File: config.mk
export PLATFORM = sky130hd
export DESIGN_NAME = key_sw_conditioner_flat
export DESIGN_NICKNAME = d
export VERILOG_FILES = /design/src/rtl/key_sw_conditioner_if.sv /design/src/rtl/key_sw_conditioner.sv /design/src/flat_wrapper.sv
export SDC_FILE = /design/constraint.sdc
export NUM_CORES = 1
export LEC_CHECK = 0
export CAP_MARGIN = 20
export CORE_ASPECT_RATIO = 1.25
export CORE_UTILIZATION = 56
export DETAILED_ROUTE_END_ITERATION = 8
export PLACE_DENSITY = 0.82
export SYNTH_ARGS = -nofsm -noshare
export SYNTH_HDL_FRONTEND = slang
export SYNTH_SLANG_ARGS = --single-unit
File: constraint.sdc
create_clock -name CLK -period 7.78 [get_ports CLK]
set_input_delay 1.556 -clock CLK [delete_from_list [all_inputs] [get_ports CLK]]
set_output_delay 1.556 -clock CLK [all_outputs]
set_load 0.02 [all_outputs]
File: src/rtl/key_sw_conditioner_if.sv
// Signal bundle between the raw DE10-Lite switch/key pins, the conditioner and the PIO side.
// Signal names match the board-level pin and PIO naming.
interface key_sw_conditioner_if;
   logic [8:0] SW;
   logic [1:0] KEY;
   logic [1:0] EVT_CLR;
   logic [8:0] SW_DB;
   logic       SW_CHG;
   logic [1:0] KEY_DB;
   logic [1:0] KEY_PRESS;
   logic [1:0] KEY_EVT;

   // Board/PIO side: drives raw inputs and clear strobes, observes conditioned levels.
   modport master (
      output SW, KEY, EVT_CLR,
      input  SW_DB, SW_CHG, KEY_DB, KEY_PRESS, KEY_EVT
   );

   // Conditioner side.
   modport slave (
      input  SW, KEY, EVT_CLR,
      output SW_DB, SW_CHG, KEY_DB, KEY_PRESS, KEY_EVT
   );
endinterface

File: src/rtl/key_sw_conditioner.sv
// Synchronises and debounces 9 slide switches and 2 active-low keys; generates press pulses,
// a switch-change pulse and sticky software-clearable key-event flags. All outputs registered.
module key_sw_conditioner #(
   parameter int unsigned DB_CYCLES = 500000,
   parameter int unsigned CW        = $clog2(DB_CYCLES)
) (
   input logic                 CLK,
   input logic                 RST,
   key_sw_conditioner_if.slave bus
);

   localparam int unsigned NumIn = 11;
   localparam logic [CW-1:0] CntLast = CW'(DB_CYCLES - 1);

   logic [NumIn-1:0] raw;
   logic [NumIn-1:0] s1_q, s2_q;
   logic [NumIn-1:0] db_q, db_d;
   logic [CW-1:0]    cnt_q [NumIn];
   logic [CW-1:0]    cnt_d [NumIn];
   logic [1:0]       key_rise;
   logic             sw_change;
   logic             sw_chg_q;
   logic [1:0]       key_press_q, key_evt_q;

   // Keys inverted ahead of the synchroniser so everything downstream is active-high.
   assign raw = {~bus.KEY, bus.SW};

   always_comb begin
      for (int i = 0; i < NumIn; i++) begin
         db_d[i]  = db_q[i];
         cnt_d[i] = '0;
         if (s2_q[i] != db_q[i]) begin
            if (cnt_q[i] == CntLast) begin
               db_d[i] = s2_q[i];
            end else begin
               cnt_d[i] = cnt_q[i] + CW'(1);
            end
         end
      end
   end

   assign key_rise  = db_d[10:9] & ~db_q[10:9];
   assign sw_change = |(db_d[8:0] ^ db_q[8:0]);

   always_ff @(posedge CLK or posedge RST) begin
      if (RST) begin
         s1_q        <= '0;
         s2_q        <= '0;
         db_q        <= '0;
         sw_chg_q    <= 1'b0;
         key_press_q <= '0;
         key_evt_q   <= '0;
         for (int i = 0; i < NumIn; i++) begin
            cnt_q[i] <= '0;
         end
      end else begin
         s1_q        <= raw;
         s2_q        <= s1_q;
         db_q        <= db_d;
         sw_chg_q    <= sw_change;
         key_press_q <= key_rise;
         // Set takes priority over a coincident clear.
         key_evt_q   <= (key_evt_q & ~bus.EVT_CLR) | key_rise;
         for (int i = 0; i < NumIn; i++) begin
            cnt_q[i] <= cnt_d[i];
         end
      end
   end

   assign bus.SW_DB     = db_q[8:0];
   assign bus.KEY_DB    = db_q[10:9];
   assign bus.SW_CHG    = sw_chg_q;
   assign bus.KEY_PRESS = key_press_q;
   assign bus.KEY_EVT   = key_evt_q;

endmodule

File: src/flat_wrapper.sv
// flat-port wrapper written by rule: the top's interface ports become plain ports
module key_sw_conditioner_flat 
#(
   parameter int unsigned DB_CYCLES = 500000,
   parameter int unsigned CW        = $clog2(DB_CYCLES)
)
  (CLK, RST, bus_SW, bus_KEY, bus_EVT_CLR, bus_SW_DB, bus_SW_CHG, bus_KEY_DB, bus_KEY_PRESS, bus_KEY_EVT);
  key_sw_conditioner_if bus_i ();
  input logic CLK;
  input logic RST;
  input wire logic [$bits(bus_i.SW)-1:0] bus_SW;
  input wire logic [$bits(bus_i.KEY)-1:0] bus_KEY;
  input wire logic [$bits(bus_i.EVT_CLR)-1:0] bus_EVT_CLR;
  output wire logic [$bits(bus_i.SW_DB)-1:0] bus_SW_DB;
  output wire logic [$bits(bus_i.SW_CHG)-1:0] bus_SW_CHG;
  output wire logic [$bits(bus_i.KEY_DB)-1:0] bus_KEY_DB;
  output wire logic [$bits(bus_i.KEY_PRESS)-1:0] bus_KEY_PRESS;
  output wire logic [$bits(bus_i.KEY_EVT)-1:0] bus_KEY_EVT;
  assign bus_i.SW = bus_SW;
  assign bus_i.KEY = bus_KEY;
  assign bus_i.EVT_CLR = bus_EVT_CLR;
  assign bus_SW_DB = bus_i.SW_DB;
  assign bus_SW_CHG = bus_i.SW_CHG;
  assign bus_KEY_DB = bus_i.KEY_DB;
  assign bus_KEY_PRESS = bus_i.KEY_PRESS;
  assign bus_KEY_EVT = bus_i.KEY_EVT;
  key_sw_conditioner #(.DB_CYCLES(DB_CYCLES), .CW(CW)) u_core (.CLK(CLK), .RST(RST), .bus(bus_i));
endmodule
==> flow_summary.json <==
{
  "synth_area_leaders": "dfrtp_1 (55%), xor2_1 (9.9%), nor2_1 (8.2%), xnor2_1 (5.2%), nand3_1 (3.4%)",
  "rr_endpoint": "u_core.cnt_q[110]",
  "io_buffers": 30,
  "ant_nets": 0,
  "pre_cts_ws_ps": 4030,
  "synth_cell_type_count": 41,
  "crit_type": "input port to async pin",
  "syn2layout_area_growth_pct": 12.3,
  "synth_top_cell_by_area": "dfrtp_1",
  "multi_input_area_um2": 4770,
  "core_um2": 19500,
  "hold_viol": 0,
  "gr-total-overflow": 0,
  "drcViolationCount": 0,
  "final_layout_size_suffix_gt1_share_pct": 5.32,
  "ys_top_cells_by_count": "dfrtp_1 (247), nor2_1 (244), xor2_1 (127)",
  "dp_cells": 1365,
  "clockRootBuffer": "clkbuf_16",
  "slew_headroom_pct": 32.4,
  "drv_cap": 0,
  "r2r_start": "u_core.cnt_q[95]",
  "cts_tree": "built",
  "antennaDiodeCount": 0,
  "netlist_instances": 1092,
  "min_from": "u_core.s1_q[3]",
  "fin_nets": 1154,
  "die-area_um2": 20600,
  "r2r_setup_slack_ps": 5360,
  "clk_path_buf_depth": 3,
  "post-cts-setup-buffers": 0,
  "setup_slack_ps": 4640,
  "fin_cells": 1411,
  "htree_levels": 1,
  "hold_buffers": 0,
  "skew_ps": 9.42,
  "yosys.area.top_type_share_pct": 55.2,
  "initial_core_util_pct": 57.3,
  "drt_iter0_markers": 464,
  "worstSetupEndpointType": "async pin",
  "dp.final_hpwl_mm": 12.4,
  "cts_buffers": 26,
  "fillers": 1516,
  "die_x_um": 128,
  "synth_most_common_cell": "dfrtp_1",
  "wl_mm": 19.7,
  "crit_start": "RST",
  "grt_max_degree": 199,
  "async_flop_share_pct": 100,
  "power_density_nw_per_um2": 208,
  "rsz0062_at_grt": "false",
  "seqCellArea_um2": 6180,
  "crit_fanout": 198,
  "vias": 7646,
  "fin_crit_ps": 3140,
  "required_ps": 8270,
  "r2r_cells": 6,
  "synth_area_um2": 11200,
  "grt.total_usage_pct": 20.2,
  "cts.sinks": 247,
  "rows": 57,
  "clock.fmax_mhz": 319,
  "gp_congestion": 0.809,
  "cts.repair.resized": 0,
  "leakage_uw": 0.00555,
  "grt_first_pass_wirelength_mm": 34.5,
  "die_h_um": 160,
  "drt-vias-per-instance": 5.42,
  "ys_seq_area_share_pct": 55.2,
  "ys_ff_latch": 247,
  "period_share_pct": 40.3,
  "grt_pass1_vias": 7700,
  "utilization_pct": 64.4,
  "syn-num-nets": 1118,
  "status": "complete, no violations",
  "setup_viol_count_final": 0,
  "antenna_found_initial": 0,
  "crit_arrival_ps": 3630,
  "critPathLaunchType": "input port",
  "avgSynthCellArea_um2": 10.3,
  "tns_ps": 0,
  "clkLatencyLatePin_ps": 520,
  "first_pass_iters": 5,
  "crit_end": "u_core.cnt_q[199]",
  "cts.clk_slew.worst_paths_ps": 60,
  "worst_pin_slew_ps": 1010,
  "io_pins": 31,
  "yosysWarnings": 0,
  "ys.flop_type": "dfrtp_1",
  "vdd_ir_drop_max_mv": 0.165,
  "wl_per_cell_um": 13.9,
  "maxSlewViolCount": 0,
  "synth-edff-count": 0,
  "hold_class": "flop to flop"
}
worst max-delay path: stages:
cell and delay (ps):
clkdlybuf4s50_1 440, clkinvlp_4 270, buf_4 450, buf_12 760
cell type report:
class	instances	area share (%)
sequential	247	49.1
multi-input combinational	791	37.9
clock buffer	35	5.85
timing repair buffer	33	2.67
tap	265	2.64
clock inverter	11	0.895
inverter	29	0.895
stage by stage:
step	area, um^2	power [uW]	hold slack (ps)
finish	12600	2620	342
global route	12600	2710	353
CTS	12600	2650	345
detailed placement	11700	1420	335
global placement	11700	1420	332
floorplan	11200	1400	331
cells by family after synthesis:
family          count (synthesis)  synth area share (%)
compound gates                 14                 0.793
buf+inv                        54                  2.21
mux                            11                  1.11
fa+ha+maj                      11                  1.23
simple gates                  561                  24.3
xor+xnor                      194                  15.2
flops                         247                  55.2
power breakdown:
group          internal (uW)  switching (uW)  leakage (uW)
Clock                    727             489      0.000412
Sequential              1300            15.3       0.00337
Combinational           23.7            55.5       0.00177
how the worst min path moves through the flow:
stage | to | slack, ps | cells past startpoint
after floorplan | u_core.s2_q[0] | 330 | 0
after global placement | u_core.s2_q[10] | 330 | 0
after detailed placement | u_core.s2_q[3] | 330 | 0
after CTS | u_core.s2_q[3] | 340 | 0
after global routing | u_core.s2_q[10] | 350 | 0
final | u_core.s2_q[3] | 340 | 0
cell usage in the layout (no fill, tap or decap), types with 5 or more instances in the layout:
cell type	count
dfrtp_1	247
nor2_1	244
xor2_1	127
nand3_1	77
xnor2_1	67
nand2_1	66
nand4_1	46
and3_1	32
clkdlybuf4s50_1	30
inv_1	28
clkbuf_16	27
nor3_1	18
and4_1	17
nor4_1	15
mux2_2	11
ha_1	11
nand2b_1	9
and2_1	8
nor4b_1	6
clkinv_2	6
nor4bb_1	5
clkbuf_1	5
layer usage:
| metal | up-vias | GRT usage [%] | wire (um) |
|---|---|---|---|
| met2 | 126 | 34.7 | 10000 |
| li1 | 3725 | - | - |
| met1 | 3752 | 26.4 | 8650 |
| met5 | - | 0 | 0 |
| met3 | 43 | 2.65 | 562 |
| met4 | 0 | 6.15 | 427 |
sequential cells by signal, summed over array words and instances, names as in the netlist:
| register | cells |
|---|---|
| u_core.s2_q | 11 |
| u_core.bus.SW_CHG | 1 |
| u_core.bus.KEY_EVT | 2 |
| u_core.db_q | 11 |
| u_core.cnt_q | 209 |
| u_core.bus.KEY_PRESS | 2 |
| u_core.s1_q | 11 |
(Power assumes the default switching activity.)
